### config.mk
export PLATFORM = sky130hd
export DESIGN_NAME = mul_iterative_unit_flat
export DESIGN_NICKNAME = d
export VERILOG_FILES = /design/src/rtl/mul_iterative_unit_if.sv /design/src/rtl/mul_iterative_unit.sv /design/src/flat_wrapper.sv
export SDC_FILE = /design/constraint.sdc
export NUM_CORES = 1
export LEC_CHECK = 0
export BUFFER_PORTS_ARGS = -buffer_cell sky130_fd_sc_hd__buf_4
export CORE_MARGIN = 8
export CORE_UTILIZATION = 55
export DETAILED_ROUTE_END_ITERATION = 6
export PLACE_DENSITY = 0.77
export SETUP_SLACK_MARGIN = 0.15
export SLEW_MARGIN = 20
export SYNTH_ARGS = -nofsm -noshare
export SYNTH_HDL_FRONTEND = slang
export SYNTH_SLANG_ARGS = --single-unit
### constraint.sdc
create_clock -name Clock -period 4.45 [get_ports Clock]
set_input_delay 1.335 -clock Clock [delete_from_list [all_inputs] [get_ports Clock]]
set_output_delay 1.335 -clock Clock [all_outputs]
set_load 0.05 [all_outputs]
### src/rtl/mul_iterative_unit_if.sv
// Request/response bundle between the MiniAlu datapath (master) and the
// iterative multiplier (slave).
interface mul_iterative_unit_if #(
  parameter int unsigned WIDTH = 16
);
  logic               iStart;
  logic               iSigned;
  logic [WIDTH-1:0]   iA;
  logic [WIDTH-1:0]   iB;
  logic               oBusy;
  logic               oDone;
  logic [2*WIDTH-1:0] oResult;

  modport master (
    output iStart,
    output iSigned,
    output iA,
    output iB,
    input  oBusy,
    input  oDone,
    input  oResult
  );

  modport slave (
    input  iStart,
    input  iSigned,
    input  iA,
    input  iB,
    output oBusy,
    output oDone,
    output oResult
  );
endinterface

### src/rtl/mul_iterative_unit.sv
// Shift-add multiplier for MUL/IMUL: one partial product per RUN cycle, sign applied at the end.
// Define MUL_ITERATIVE_EARLY_EXIT_EN to leave RUN as soon as the remaining multiplier is zero.
module mul_iterative_unit #(
  parameter int unsigned WIDTH = 16
) (
  input  logic                 Clock,
  input  logic                 Reset,
  mul_iterative_unit_if.slave  bus
);
  localparam int unsigned CountW = (WIDTH > 1) ? $clog2(WIDTH) : 1;

  typedef enum logic [1:0] {
    StIdle,
    StRun,
    StDone
  } state_e;

  state_e               stateQ;
  logic [2*WIDTH-1:0]   accQ;
  logic [2*WIDTH-1:0]   mcandQ;
  logic [WIDTH-1:0]     mplierQ;
  logic [CountW-1:0]    countQ;
  logic                 signQ;
  logic                 busyQ;
  logic                 doneQ;
  logic [2*WIDTH-1:0]   resultQ;

  logic                 startSign;
  logic [WIDTH-1:0]     startMagA;
  logic [WIDTH-1:0]     startMagB;
  logic [2*WIDTH-1:0]   accNext;
  logic [2*WIDTH-1:0]   resultNext;
  logic                 lastCount;
  logic                 runExit;

  // Magnitude of the most-negative value wraps to itself, which is its correct unsigned magnitude.
  always_comb begin
    startSign = bus.iSigned & (bus.iA[WIDTH-1] ^ bus.iB[WIDTH-1]);
    startMagA = (bus.iSigned && bus.iA[WIDTH-1]) ? (~bus.iA + 1'b1) : bus.iA;
    startMagB = (bus.iSigned && bus.iB[WIDTH-1]) ? (~bus.iB + 1'b1) : bus.iB;
  end

  always_comb begin
    accNext    = mplierQ[0] ? (accQ + mcandQ) : accQ;
    resultNext = signQ ? (~accNext + 1'b1) : accNext;
    lastCount  = (countQ == CountW'(WIDTH - 1));
  end

`ifdef MUL_ITERATIVE_EARLY_EXIT_EN
  assign runExit = lastCount || (mplierQ[WIDTH-1:1] == '0);
`else
  assign runExit = lastCount;
`endif

  always_ff @(posedge Clock or posedge Reset) begin
    if (Reset) begin
      stateQ  <= StIdle;
      accQ    <= '0;
      mcandQ  <= '0;
      mplierQ <= '0;
      countQ  <= '0;
      signQ   <= 1'b0;
      busyQ   <= 1'b0;
      doneQ   <= 1'b0;
      resultQ <= '0;
    end else begin
      unique case (stateQ)
        StIdle, StDone: begin
          doneQ <= 1'b0;
          if (bus.iStart) begin
            stateQ  <= StRun;
            busyQ   <= 1'b1;
            signQ   <= startSign;
            mcandQ  <= {{WIDTH{1'b0}}, startMagA};
            mplierQ <= startMagB;
            accQ    <= '0;
            countQ  <= '0;
          end else begin
            stateQ <= StIdle;
          end
        end
        StRun: begin
          accQ    <= accNext;
          mcandQ  <= mcandQ << 1;
          mplierQ <= mplierQ >> 1;
          countQ  <= countQ + 1'b1;
          if (runExit) begin
            stateQ  <= StDone;
            busyQ   <= 1'b0;
            doneQ   <= 1'b1;
            resultQ <= resultNext;
          end
        end
        default: begin
          stateQ <= StIdle;
          busyQ  <= 1'b0;
          doneQ  <= 1'b0;
        end
      endcase
    end
  end

  assign bus.oBusy   = busyQ;
  assign bus.oDone   = doneQ;
  assign bus.oResult = resultQ;
endmodule

### src/flat_wrapper.sv
// flat-port wrapper written by rule: the top's interface ports become plain ports
module mul_iterative_unit_flat 
#(
  parameter int unsigned WIDTH = 16
)
  (Clock, Reset, bus_iStart, bus_iSigned, bus_iA, bus_iB, bus_oBusy, bus_oDone, bus_oResult);
  mul_iterative_unit_if #(.WIDTH(WIDTH)) bus_i ();
  input  logic Clock;
  input  logic Reset;
  input wire logic [$bits(bus_i.iStart)-1:0] bus_iStart;
  input wire logic [$bits(bus_i.iSigned)-1:0] bus_iSigned;
  input wire logic [$bits(bus_i.iA)-1:0] bus_iA;
  input wire logic [$bits(bus_i.iB)-1:0] bus_iB;
  output wire logic [$bits(bus_i.oBusy)-1:0] bus_oBusy;
  output wire logic [$bits(bus_i.oDone)-1:0] bus_oDone;
  output wire logic [$bits(bus_i.oResult)-1:0] bus_oResult;
  assign bus_i.iStart = bus_iStart;
  assign bus_i.iSigned = bus_iSigned;
  assign bus_i.iA = bus_iA;
  assign bus_i.iB = bus_iB;
  assign bus_oBusy = bus_i.oBusy;
  assign bus_oDone = bus_i.oDone;
  assign bus_oResult = bus_i.oResult;
  mul_iterative_unit #(.WIDTH(WIDTH)) u_core (.Clock(Clock), .Reset(Reset), .bus(bus_i));
endmodule
* Word level (Yosys, flattened, before mapping)
Cells that the tools add are included.
Cells by class: add/sub/neg operators 5, eq/ne operators 5, mux-type cells 20, bitwise gates (word level) 5, reduce and logical (&&, ||, !) cells 9
Operator list (number):
- two-way mux 32 bit | 4
- case mux 32 bit (2 select lines) | 2
- two-way mux 16 bit | 3
- adder 16 x 1 -> 16 bit (second input constant) | 2
- adder 32 x 1 -> 32 bit (second input constant) | 1
- adder 32 bit | 1
- inverter 16 bit | 2
- inverter 32 bit | 1
- case mux 16 bit (2 select lines) | 1
- case mux 4 bit (2 select lines) | 1
- AND reduction 2 bit | 4
- two-way mux 1 bit | 5
- adder 4 x 1 -> 4 bit (second input constant) | 1
- equality test 4 bit (second input constant) | 1
- two-way mux 4 bit | 1
- case mux 2 bit (2 select lines) | 1
- equality test 2 x 1 -> 1 bit (second input constant) | 1
- equality test 2 bit (second input constant) | 1
- logical AND 1 bit | 2
- logical NOT 2 bit | 1
- two-way mux 2 bit | 1
- inequality test 2 x 1 -> 1 bit (second input constant) | 1
- inequality test 2 bit (second input constant) | 1
- case mux 1 bit (2 select lines) | 1
- other kinds (4) | 4
Word-level totals: bits in registers 121, bits of input ports 36, logic and storage cells 53

* Depth between registers and ports, before layout
Gate-level depths: netlist of the first run.
depth in word-level cells 5, mapped depth 12, gate-level depth less buffers 12

* Worst setup path after synthesis of the first run
OpenSTA, ideal clock, no wires.
path kind register to register, from reg u_core.mcandQ[0], to reg u_core.resultQ[31], in the netlist u_core.bus.oResult[31], setup time 0.124 ns, arrival 3.349 ns, required time 4.326 ns, path slack 0.977 ns, cell stages (with the launch flop) 13, clock period less this slack 3.473 ns, cells stage by stage dfrtp_1 ha_1 fa_1 a211oi_2 o211ai_2 a21o_1 a221oi_2 o21a_2 nand4_2 a2111o_1 nor4_4 mux2i_1 a211o_1
On the way: word-level cells in the longest chain between the ends 5
RTL lines:
- from (decl) | RTL line mul_iterative_unit.sv:20 | logic [2*WIDTH-1:0] mcandQ;
- from (signal assigned) | RTL line mul_iterative_unit.sv:74 | mcandQ <= {{WIDTH{1'b0}}, startMagA};
- from (signal assigned) | RTL line mul_iterative_unit.sv:84 | mcandQ <= mcandQ << 1;
- adder 32 bit * | RTL line mul_iterative_unit.sv:44 | accNext = mplierQ[0] ? (accQ + mcandQ) : accQ;
- two-way mux 32 bit * | RTL line mul_iterative_unit.sv:44
- inverter 32 bit | RTL line mul_iterative_unit.sv:45 | resultNext = signQ ? (~accNext + 1'b1) : accNext;
- adder 32 x 1 -> 32 bit | RTL line mul_iterative_unit.sv:45
- two-way mux 32 bit * | RTL line mul_iterative_unit.sv:45
- to (signal assigned) | RTL line mul_iterative_unit.sv:91 | resultQ <= resultNext;
- to (decl) | RTL line mul_iterative_unit.sv:26 | logic [2*WIDTH-1:0] resultQ;
Every way passes the cells marked *; elsewhere a longest branch is shown, timed or not. A chain may end at the register's enable or synchronous reset.

* Final worst setup path of the first run
from reg u_core.mcandQ[0], to reg u_core.resultQ[30], in the netlist u_core.bus.oResult[30]
The elaborated chain is that of the path after synthesis.

==> impl_summary.md, run 1 <==
Yosys
For this run, the number of Yosys warnings is 0. The synthesized instance count is 953. The most frequently used flop master after synthesis is dfrtp_1. Summing the areas of all compound-gate instances in the mapped netlist gives 28.50% of the synthesized area. After synthesis, the share of flip-flops with an asynchronous set or reset is 100.0%.

The synthesized-area fraction occupied by adder cells is 5.556%. The synthesized design contains 0 enable-type register cells. The synthesized design contains 120 register bits. The synthesized-area fraction occupied by xor and xnor cells is 7.120%. Synthesis instantiated 76 different standard cells from the library. The simple-gate share of the synthesized area is 16.32%. The combinational family with the most area after synthesis is compound AO/OA/AOI/OAI gates.

The synthesized area divided by synthesized cell count is 8.648 um^2. In this run the cell area of the synthesized design comes to 0.008242 mm^2. The number of nets in the synthesized netlist is 1025. The sequential share of the synthesized area is 36.44%. Of the post-synthesis cell area, the part taken by muxes is 2.475%.

Pwr
Summed over all nets, the switching power comes to 4263 uW. In this run the power density over the cells is 906.7 mW/mm^2. The share of total power dissipated in sequential elements is 23.8%. The leakage component of the power is 0.004160 uW. Of the total power, the share spent switching nets is 49.48%. The maximum vdd drop is 0.0004166 V. Combinational logic burns 60.0% of the power.

The relative contribution of the clock network to total power is 16.3%. The internal power of the cells totals 4352 uW.

Floorplanning
The floorplan row count is 44. The region available for standard cell placement spans 0.01459 mm^2. The I/O pin total is 70. In this run the horizontal extent of the chip is 138.4 um.

For this configuration, the core starts out at a cell density of 56.49%. The die area is 0.01916 mm^2. The die outline height is 138.4 um.

STA
The final-report hold violation count came to 0. The minimum clock period is 3.938 ns. The number of max-slew violations in the final report is 0. At the pin with the least slew margin, the transition time is 1.032 ns. The summed negative setup slack over all endpoints is 0 ns.

Derived from the worst setup path, the maximum achievable clock frequency is 0.2539 GHz. The worst slew slack as a fraction of its limit is 31.17%. On the final layout, the worst clock skew is 0.005742 ns. Setup repair after global routing left no endpoint under its margin. Across all setup checks in the final design, the least slack found is 0.5119 ns.

The final clock period utilization by the worst path is 88.50%. The final setup violation count is 0.

Worst setup path
On the critical path the largest part of the delay comes from compound AO/OA/AOI/OAI gates. The worst register-to-register path begins at u_core.mcandQ[0]$_DFFE_PP0P_. STA classifies the critical path endpoint as a register. STA puts the critical path data required time at 4.76 ns. The worst register-to-register path has a setup slack of 0.51 ns. Counting stages on the worst path, the most repeated cell is nor4_1. STA classifies the critical path startpoint as a register. The worst register-to-register path has a depth of 12.

The critical path goes through ha_1, fa_1, a211oi_2, o21ai_2, xnor2_1, o21ai_1, nor4_1, nand4_1, a2111o_1, nor4_1, mux2i_1, nand2_1. At the worst endpoint, the arrival time is 4.25 ns. The worst reg2reg path endpoint is u_core.bus.oResult[30]$_DFFE_PP0P_. Together, buffers and inverters on the worst path number 0. The worst-path cell with the longest stage delay is a2111o_1. Of all nets on the critical path, the largest fanout is 7.

The biggest cell delay along the critical path is 0.50 ns. The critical path in this run is classified as register to register.

Drt
The via-per-instance ratio is 6.340. After detailed routing, the total wire length is 22170 um. The DRC violation total after the first TritonRoute iteration is 513. Before antenna repair, the detailed router went through 5 iterations. Dividing the detail-routed wire length by the instance count gives 18.52 um. The total number of vias is 7589. The detail route stage leaves a number of antenna-violating nets equal to 0.

The final routed DRC violation total is 0.

Clock tree
The clock passes through at most 2 buffers. The clock sink count is 120. After clock tree synthesis, the clock-pin slew on the worst setup and hold paths is 0.06 ns. The count of H-tree levels built during CTS is 4.

The clock tree from TritonCTS is yes. Once the clock tree was built, the setup fixing pass inserted 0 buffers. Clock latency on the worst-skew pair, taken at its later pin, is 0.42 ns.

The number of resized instances in the post-cts repair step is 0. The number of buffers created by CTS is 17. The clock tree root driver cell is clkbuf_16.

The count of hold buffers inserted by post-cts repair is 0.

Hold path
The worst hold path begins at u_core.bus.oResult[1]$_DFFE_PP0P_. In this run the worst hold path is classified as register to register. Counting instances, the worst hold path has a depth of 2. The worst hold path terminates at u_core.bus.oResult[1]$_DFFE_PP0P_.

Placement
Detailed placement finished with a half-perimeter wire length of 15880 um. The worst slack at placement is 0.5978 ns. The final weighted congestion in routability-driven placement is 0.9376. In this run the tool buffered the top-level ports with 69 buffer cells.

Layout
0 antenna diodes ended up in the layout. The area overhead of the layout relative to synthesis is 15.29%. In the layout the commonest cells are nand2_1 (120), o21ai_0 (119), dfrtp_1 (119), buf_4 (81). Cells with a size suffix above 1 make up 14.61% of the layout. The most frequent standard cell in the layout excluding fill and tap cells is nand2_1. The number of nets in the finished design is 1072.

Global routing
The first global-routing pass estimated 37200 um of wire. The pin count of the biggest net entering global routing is 66. In the global route stage, overall resource usage came out at 23.29%. The total grt overflow is 0. The number of global-route vias before repair is 7629. The initial antenna violation count was 0.

Run status
The run finished with clean final reports.

Run
The tool flagged a number of max-cap violations equal to 0.
## synth_stat cells (all sizes together), types with 3 or more instances
cell type / count / area share (%)
a211oi: 10 / 1.1
ha: 35 / 5.3
buf: 12 / 0.67
o31ai: 15 / 1.4
a2111o: 3 / 0.41
nand3: 24 / 1.5
a21o: 11 / 1.0
a22oi: 28 / 2.6
a31oi: 10 / 0.83
xnor2: 42 / 4.5
o221ai: 4 / 0.43
nand3b: 4 / 0.36
a221o: 3 / 0.36
and3: 4 / 0.30
o21a: 6 / 0.56
nand2: 120 / 5.5
nor3: 12 / 0.93
dfrtp: 120 / 36
nor2: 57 / 2.6
xor2: 25 / 2.7
a211o: 3 / 0.32
mux2: 3 / 0.41
a21oi: 60 / 3.9
mux2i: 17 / 2.1
nor4: 12 / 1.1
o21bai: 5 / 0.46
a22o: 28 / 3.0
clkbuf: 42 / 1.9
o21ai: 124 / 7.6
or3: 4 / 0.30
nand2b: 9 / 0.68
nor2b: 6 / 0.46
and2: 9 / 0.68
o211ai: 13 / 1.4
a221oi: 6 / 0.94
nand4: 15 / 1.2
inv: 22 / 1.0
## power by group through the flow
stage	combinational (uW)	clock (uW)	sequential, uW
finish	5170	1400	2050
detailed placement	5100	0	2050
CTS	5140	1410	2040
global placement	5020	0	2040
global route	5680	1470	2110
floorplan	3500	0	2310
## how the worst max path moves through the flow
stage,cells after the start,start,end
final,12,u_core.mcandQ[0]$_DFFE_PP0P_,u_core.bus.oResult[30]$_DFFE_PP0P_
after global routing,12,u_core.mcandQ[0]$_DFFE_PP0P_,u_core.bus.oResult[30]$_DFFE_PP0P_
after CTS,12,u_core.mcandQ[0]$_DFFE_PP0P_,u_core.bus.oResult[30]$_DFFE_PP0P_
after detailed placement,12,u_core.mcandQ[0]$_DFFE_PP0P_,u_core.bus.oResult[28]$_DFFE_PP0P_
after global placement,12,u_core.mcandQ[0]$_DFFE_PP0P_,u_core.bus.oResult[28]$_DFFE_PP0P_
after floorplan,12,u_core.mcandQ[0]$_DFFE_PP0P_,u_core.bus.oResult[31]$_DFFE_PP0P_
## final cells by class
type | count | area (um^2)
clock buffers | 20 | 446.7
repair buffers | 82 | 628.1
clock inverters | 12 | 148.9
multi-input cells | 757 | 4957
inverters | 22 | 86.33
well taps | 184 | 230.2
flip-flops and latches | 120 | 3004
fillers | 1209 | 5087
## layer usage
layer / global-route usage [%] / vias to the layer above / part of all wire (%)
met5: 0 / - / 0
met1: 27.01 / 3651 / 41
met4: 13.22 / 0 / 4.6
met3: 4.212 / 75 / 4.4
li1: - / 3622 / -
met2: 39.75 / 241 / 50
## through the flow
stage | power, uW | std cells | hold slack [ns] | utilization, % | area, um^2
after floorplan | 5807 | 953 | 0.4577 | - | 8245
after global placement | 7060 | 1165 | 0.4654 | 61.05 | 8906
after detailed placement | 7152 | 1165 | 0.4714 | 61.05 | 8906
after CTS | 8596 | 1197 | 0.4836 | 65.13 | 9502
after global routing | 9260 | 1197 | 0.5161 | 65.13 | 9502
final | 8615 | 1197 | 0.4788 | 65.13 | 9502
## cells by family after synthesis
logic type,count (synthesis)
AOI/OAI and AO/OA,350
and+or+nand+nor,284
DFF,120
buffers and inverters,76
xor gates and xnor gates,67
adders and majority gates,36
muxes,20
## flip-flops by register name (all words and copies together), names as in the netlist
| name | flops |
|---|---|
| u_core.stateQ | 2 |
| u_core.bus.oBusy | 1 |
| u_core.mcandQ | 32 |
| u_core.countQ | 4 |
| u_core.signQ | 1 |
| u_core.mplierQ | 16 |
| u_core.bus.oResult | 32 |
| u_core.accQ | 32 |
## worst register-to-register path: cells and delay by family (launching register included)
family / cells / cell delay, ns
and+or+nand+nor: 4 / 1.14
AOI/OAI and AO/OA: 4 / 1.17
adders and majority gates: 2 / 0.71
muxes: 1 / 0.24
DFF: 1 / 0.39
xor gates and xnor gates: 1 / 0.18
(Power assumes the default switching activity.)
==> inputs of run 2 (changes only) <==
--- a/config.mk
+++ b/config.mk
@@ -5,11 +5,13 @@
 export SDC_FILE = /design/constraint.sdc
 export NUM_CORES = 1
 export LEC_CHECK = 0
+export ABC_AREA = 1
 export BUFFER_PORTS_ARGS = -buffer_cell sky130_fd_sc_hd__buf_4
+export CAP_MARGIN = 40
 export CORE_MARGIN = 8
 export CORE_UTILIZATION = 55
 export DETAILED_ROUTE_END_ITERATION = 6
-export PLACE_DENSITY = 0.77
+export PLACE_DENSITY = 0.74
 export SETUP_SLACK_MARGIN = 0.15
 export SLEW_MARGIN = 20
 export SYNTH_ARGS = -nofsm -noshare
==> constraint.sdc (replaced) <==
create_clock -name Clock -period 3.9 [get_ports Clock]
set_input_delay 1.17 -clock Clock [delete_from_list [all_inputs] [get_ports Clock]]
set_output_delay 1.17 -clock Clock [all_outputs]
set_load 0.05 [all_outputs]
==> impl_summary.md, run 2 <==
Yosys
The synthesized instance count is 1375. The synthesized area divided by synthesized cell count is 6.590 um^2. In the post-synthesis netlist, the biggest area contributors are dfrtp_1 (33%), nand2_1 (21%), inv_1 (8.5%). The async set-or-reset flop fraction in the synthesized netlist is 100.0%.

Yosys printed 0 warnings. The cell accounting for the most synthesized area is dfrtp_1. Synthesis inferred 120 register bits.

The most frequently used flop master after synthesis is dfrtp_1. In the synthesized netlist, the cells that appear most often are nand2_1 (501), inv_1 (206), dfrtp_1 (120). The netlist uses 45 different library cells. Counting flops with a built-in enable in the synthesized netlist gives 0. The cell area that synthesis handed to floorplanning was 0.009061 mm^2. The share of the synthesized area in the top cell type is 33.14%. The number of nets handed over by synthesis was 1447. The leading cell type by number of instances after synthesis is nand2_1.

Sequential cells were found to cover 33.14% of the synthesized design area.

Global routing
The number of global-route vias before repair came to 8888. Global routing consumed, over all layers together, 25.65% of the routing resources. The total grt overflow is 0. The initial antenna violation count is 0.

The first-pass GRT wire length is 42060 um. The pin count of the biggest net entering global routing is 55.

Layout
The post-layout utilization of the core is 63.75%. The area of the multi-input gates is 0.005061 mm^2. The library cell used most frequently in the layout, excluding fill and tap cells, is nand2_1. 0 antenna diodes ended up in the layout. Leaving out fill and tap cells, the most frequent cells in the layout are nand2_1 (501), inv_1 (205), dfrtp_1 (120), nand3_1 (91), nor2_1 (81). The area occupied by registers is 0.003003 mm^2.

The total of fill cells in the finished design is 1615. The number of nets in the finished design is 1510. The post-route netlist has 13.10% of its cells at a drive strength greater than 1. The area overhead of the layout relative to synthesis is 15.02%.

Pwr
The clock network burns 14.0% of the power. The internal power contribution is 4977 uW. The power density over cell area is 1044 mW/mm^2. The combinational power share is 64.8%. The switching power share of the total is 54.25%. The overall power consumption is 10880 uW. The analysis attributes to cell leakage a power of 0.005656 uW. The maximum vdd drop is 0.0004081 V.

The sequential fraction of design power is 21.2%. The analysis attributes to net switching a power of 5901 uW.

Hold path
The capture endpoint of the worst hold path is u_core.countQ[3]$_DFFE_PP0P_. Along the worst hold path, the cell count comes to 1. In this run the most critical hold path is launched from u_core.countQ[3]$_DFFE_PP0P_. The min-delay analysis places its worst path in the category register to register.

Clock tree
After clock tree synthesis, the repair step resized 0 gates. Hold repair after CTS inserted 0 buffers. The clock transition at the register clock pins on the worst setup and hold paths after CTS is 0.06 ns. Post-CTS timing repair inserted 0 buffers for setup. CTS placed an instance of clkbuf_16 at the clock tree root. The count of H-tree levels built during CTS is 4. CTS saw 120 sinks. The clock reaches the later pin of the worst-skew pair after 0.43 ns. The number of buffers created by CTS is 17. The clock tree from TritonCTS is yes. The buffer levels on the longest clock path is 2.

Drt
The via-per-instance ratio is 5.302. The DRC violation total after the first TritonRoute iteration is 597. The post-detailed-route wirelength per cell is 15.06 um. The sum of routed wire length over all layers is 25150 um. The final routed DRC violation total is 0.

The post-detailed-route count of antenna-violating nets is 0. For this block, the via count after detailed routing is 8855. For this run, the detailed router's first-pass iteration total came to 5.

Worst setup path
Walking the worst path, the cells encountered are ha_1, fa_1, nand2_1, nand2_1, nand3_1, nand2_1, nand2_1, nand3_1, nand2_1, nand2_1, nor2_2, nand3_4, nor2_8, nand2_1, nand2_1, xor2_1, o21ai_1. The biggest cell delay along the critical path is 0.44 ns. The path type of the worst setup path is register to register. The reg-to-reg startpoint is u_core.mcandQ[0]$_DFFE_PP0P_. For this design, the slowest cell found on the critical path is fa_1. The setup check on the worst reg-to-reg path leaves a slack of 0.90 ns.

In this design, the critical path's most frequently occurring cell is nand2_1. The worst setup path is captured at a register. The critical path launch point type is a register. At the worst endpoint, the required time is 4.18 ns. The data arrival time of the critical path is 3.28 ns.

The worst reg2reg path endpoint is u_core.bus.oResult[18]$_DFFE_PP0P_. Along the worst path, the maximum fanout reaches 4. The depth of the most critical reg-to-reg path is 17.

STA
The number of max-slew violations in the final report was 0. The final-report hold violation count came to 0. The achievable clock frequency is 0.3337 GHz. Summed over all failing endpoints, the final setup total negative slack is 0 ns. In this run the tightest slew margin relative to its limit is 56.18%. Setup repair after global routing left no endpoint under its margin.

For the finished layout, the period the worst path requires is 2.996 ns. On the final layout, the worst clock skew is 0.01002 ns. Dividing the final minimum period by the clock period gives 76.83%.

The slew at the pin with the worst max-slew slack is 0.6563 ns. The final setup violation count is 0.

Placement
The final weighted congestion in routability-driven placement is 0.9681. The quantity of I/O buffers inserted on ports is 69. The half-perimeter wire length after placement is 19210 um.

Run
The tool flagged a number of max-cap violations equal to 0.

Floorplanning
In this run the core area contains 47 standard-cell rows. Measured along the x axis, the die boundary spans 144.4 um. 70 I/O pins were placed. In this run the standard cell core region covers 0.01635 mm^2. Once the floorplan was initialized, standard cells occupied 55.43% of the core. The die covers 0.02084 mm^2.

The die outline height is 144.4 um.

Run status
The flow ran to the end, and the final reports show no timing, DRC or antenna violations.
-- run 2: changes by cell type after synthesis, sizes merged, moves of 17 or more --
cell   delta
nand3    +75
inv     +200
nand2   +403
a22oi    -28
a22o     -24
o22ai    +35
nor2     +47
mux2i    -17
xnor2    -33
a21oi    -25
o21ai    -82
-- run 2: cell families (layout without fill, tap and decap cells) --
logic type | after synthesis | after routing | share of synthesized area [%]
buffers and inverters | 263 | 338 | 11.06
adders and majority gates | 36 | 36 | 5.054
AOI/OAI and AO/OA | 160 | 160 | 11.01
xor gates and xnor gates | 32 | 32 | 3.093
DFF | 120 | 120 | 33.14
and+or+nand+nor | 764 | 764 | 36.65
-- run 2: metrics by stage --
| stage | hold slack, ns | area, um^2 | setup WS [ns] | std cells |
|---|---|---|---|---|
| finish | 0.4651 | 10420 | 0.9036 | 1670 |
| global route | 0.5018 | 10420 | 0.6485 | 1670 |
| CTS | 0.4693 | 10400 | 0.9255 | 1669 |
| detailed placement | 0.4615 | 9832 | 0.7502 | 1638 |
| global placement | 0.4527 | 9804 | 0.8191 | 1637 |
| floorplan | 0.4405 | 9065 | 1.139 | 1375 |
-- run 2: how the worst max path moves through the flow --
stage	from	end	slack (ns)	cells after the start
2_1_floorplan	bus_iB[0]	u_core.mplierQ[14]$_DFFE_PP0P_	1.14	11
3_3_place_gp	bus_iB[0]	u_core.mplierQ[14]$_DFFE_PP0P_	0.82	12
3_5_place_dp	bus_iB[0]	u_core.mplierQ[14]$_DFFE_PP0P_	0.75	12
4_1_cts	u_core.mcandQ[0]$_DFFE_PP0P_	u_core.bus.oResult[18]$_DFFE_PP0P_	0.93	17
5_1_grt	u_core.mcandQ[0]$_DFFE_PP0P_	u_core.bus.oResult[24]$_DFFE_PP0P_	0.65	20
6_report	u_core.mcandQ[0]$_DFFE_PP0P_	u_core.bus.oResult[18]$_DFFE_PP0P_	0.90	17
-- run 2: area by class of cell --
type / instances / share of cell area (%)
Clock buffer: 19 / 4.346
Clock inverter: 12 / 1.128
Inverter: 224 / 8.103
Multi-Input combinational cell: 992 / 48.56
Sequential cell: 120 / 28.81
Tap cell: 220 / 2.641
Timing Repair Buffer: 83 / 6.411
-- run 2: layer usage --
metal	part of all wire, %	vias to the layer above	track usage (%)
li1	-	4485	-
met5	0	-	0
met2	47	252	43.05
met4	6.3	0	17.63
met1	42	4031	29.76
met3	4.2	87	3.797
-- run 2: power groups by stage --
stage                     logic (uW)  clock network, uW  registers (uW)
after detailed placement        7020                  0            2310
after CTS                       7060               1540            2300
after floorplan                 4740                  0            2760
final                           7050               1520            2310
after global placement          6880                  0            2300
after global routing            7900               1590            2360
-- run 2: worst max-delay path: cells and delay by family, from the launching register on --
kind	cells	cell delay, ns
flops	1	0.38
xor+xnor	1	0.21
compound gates	1	0.08
fa+ha+maj	2	0.70
simple gates	13	1.48
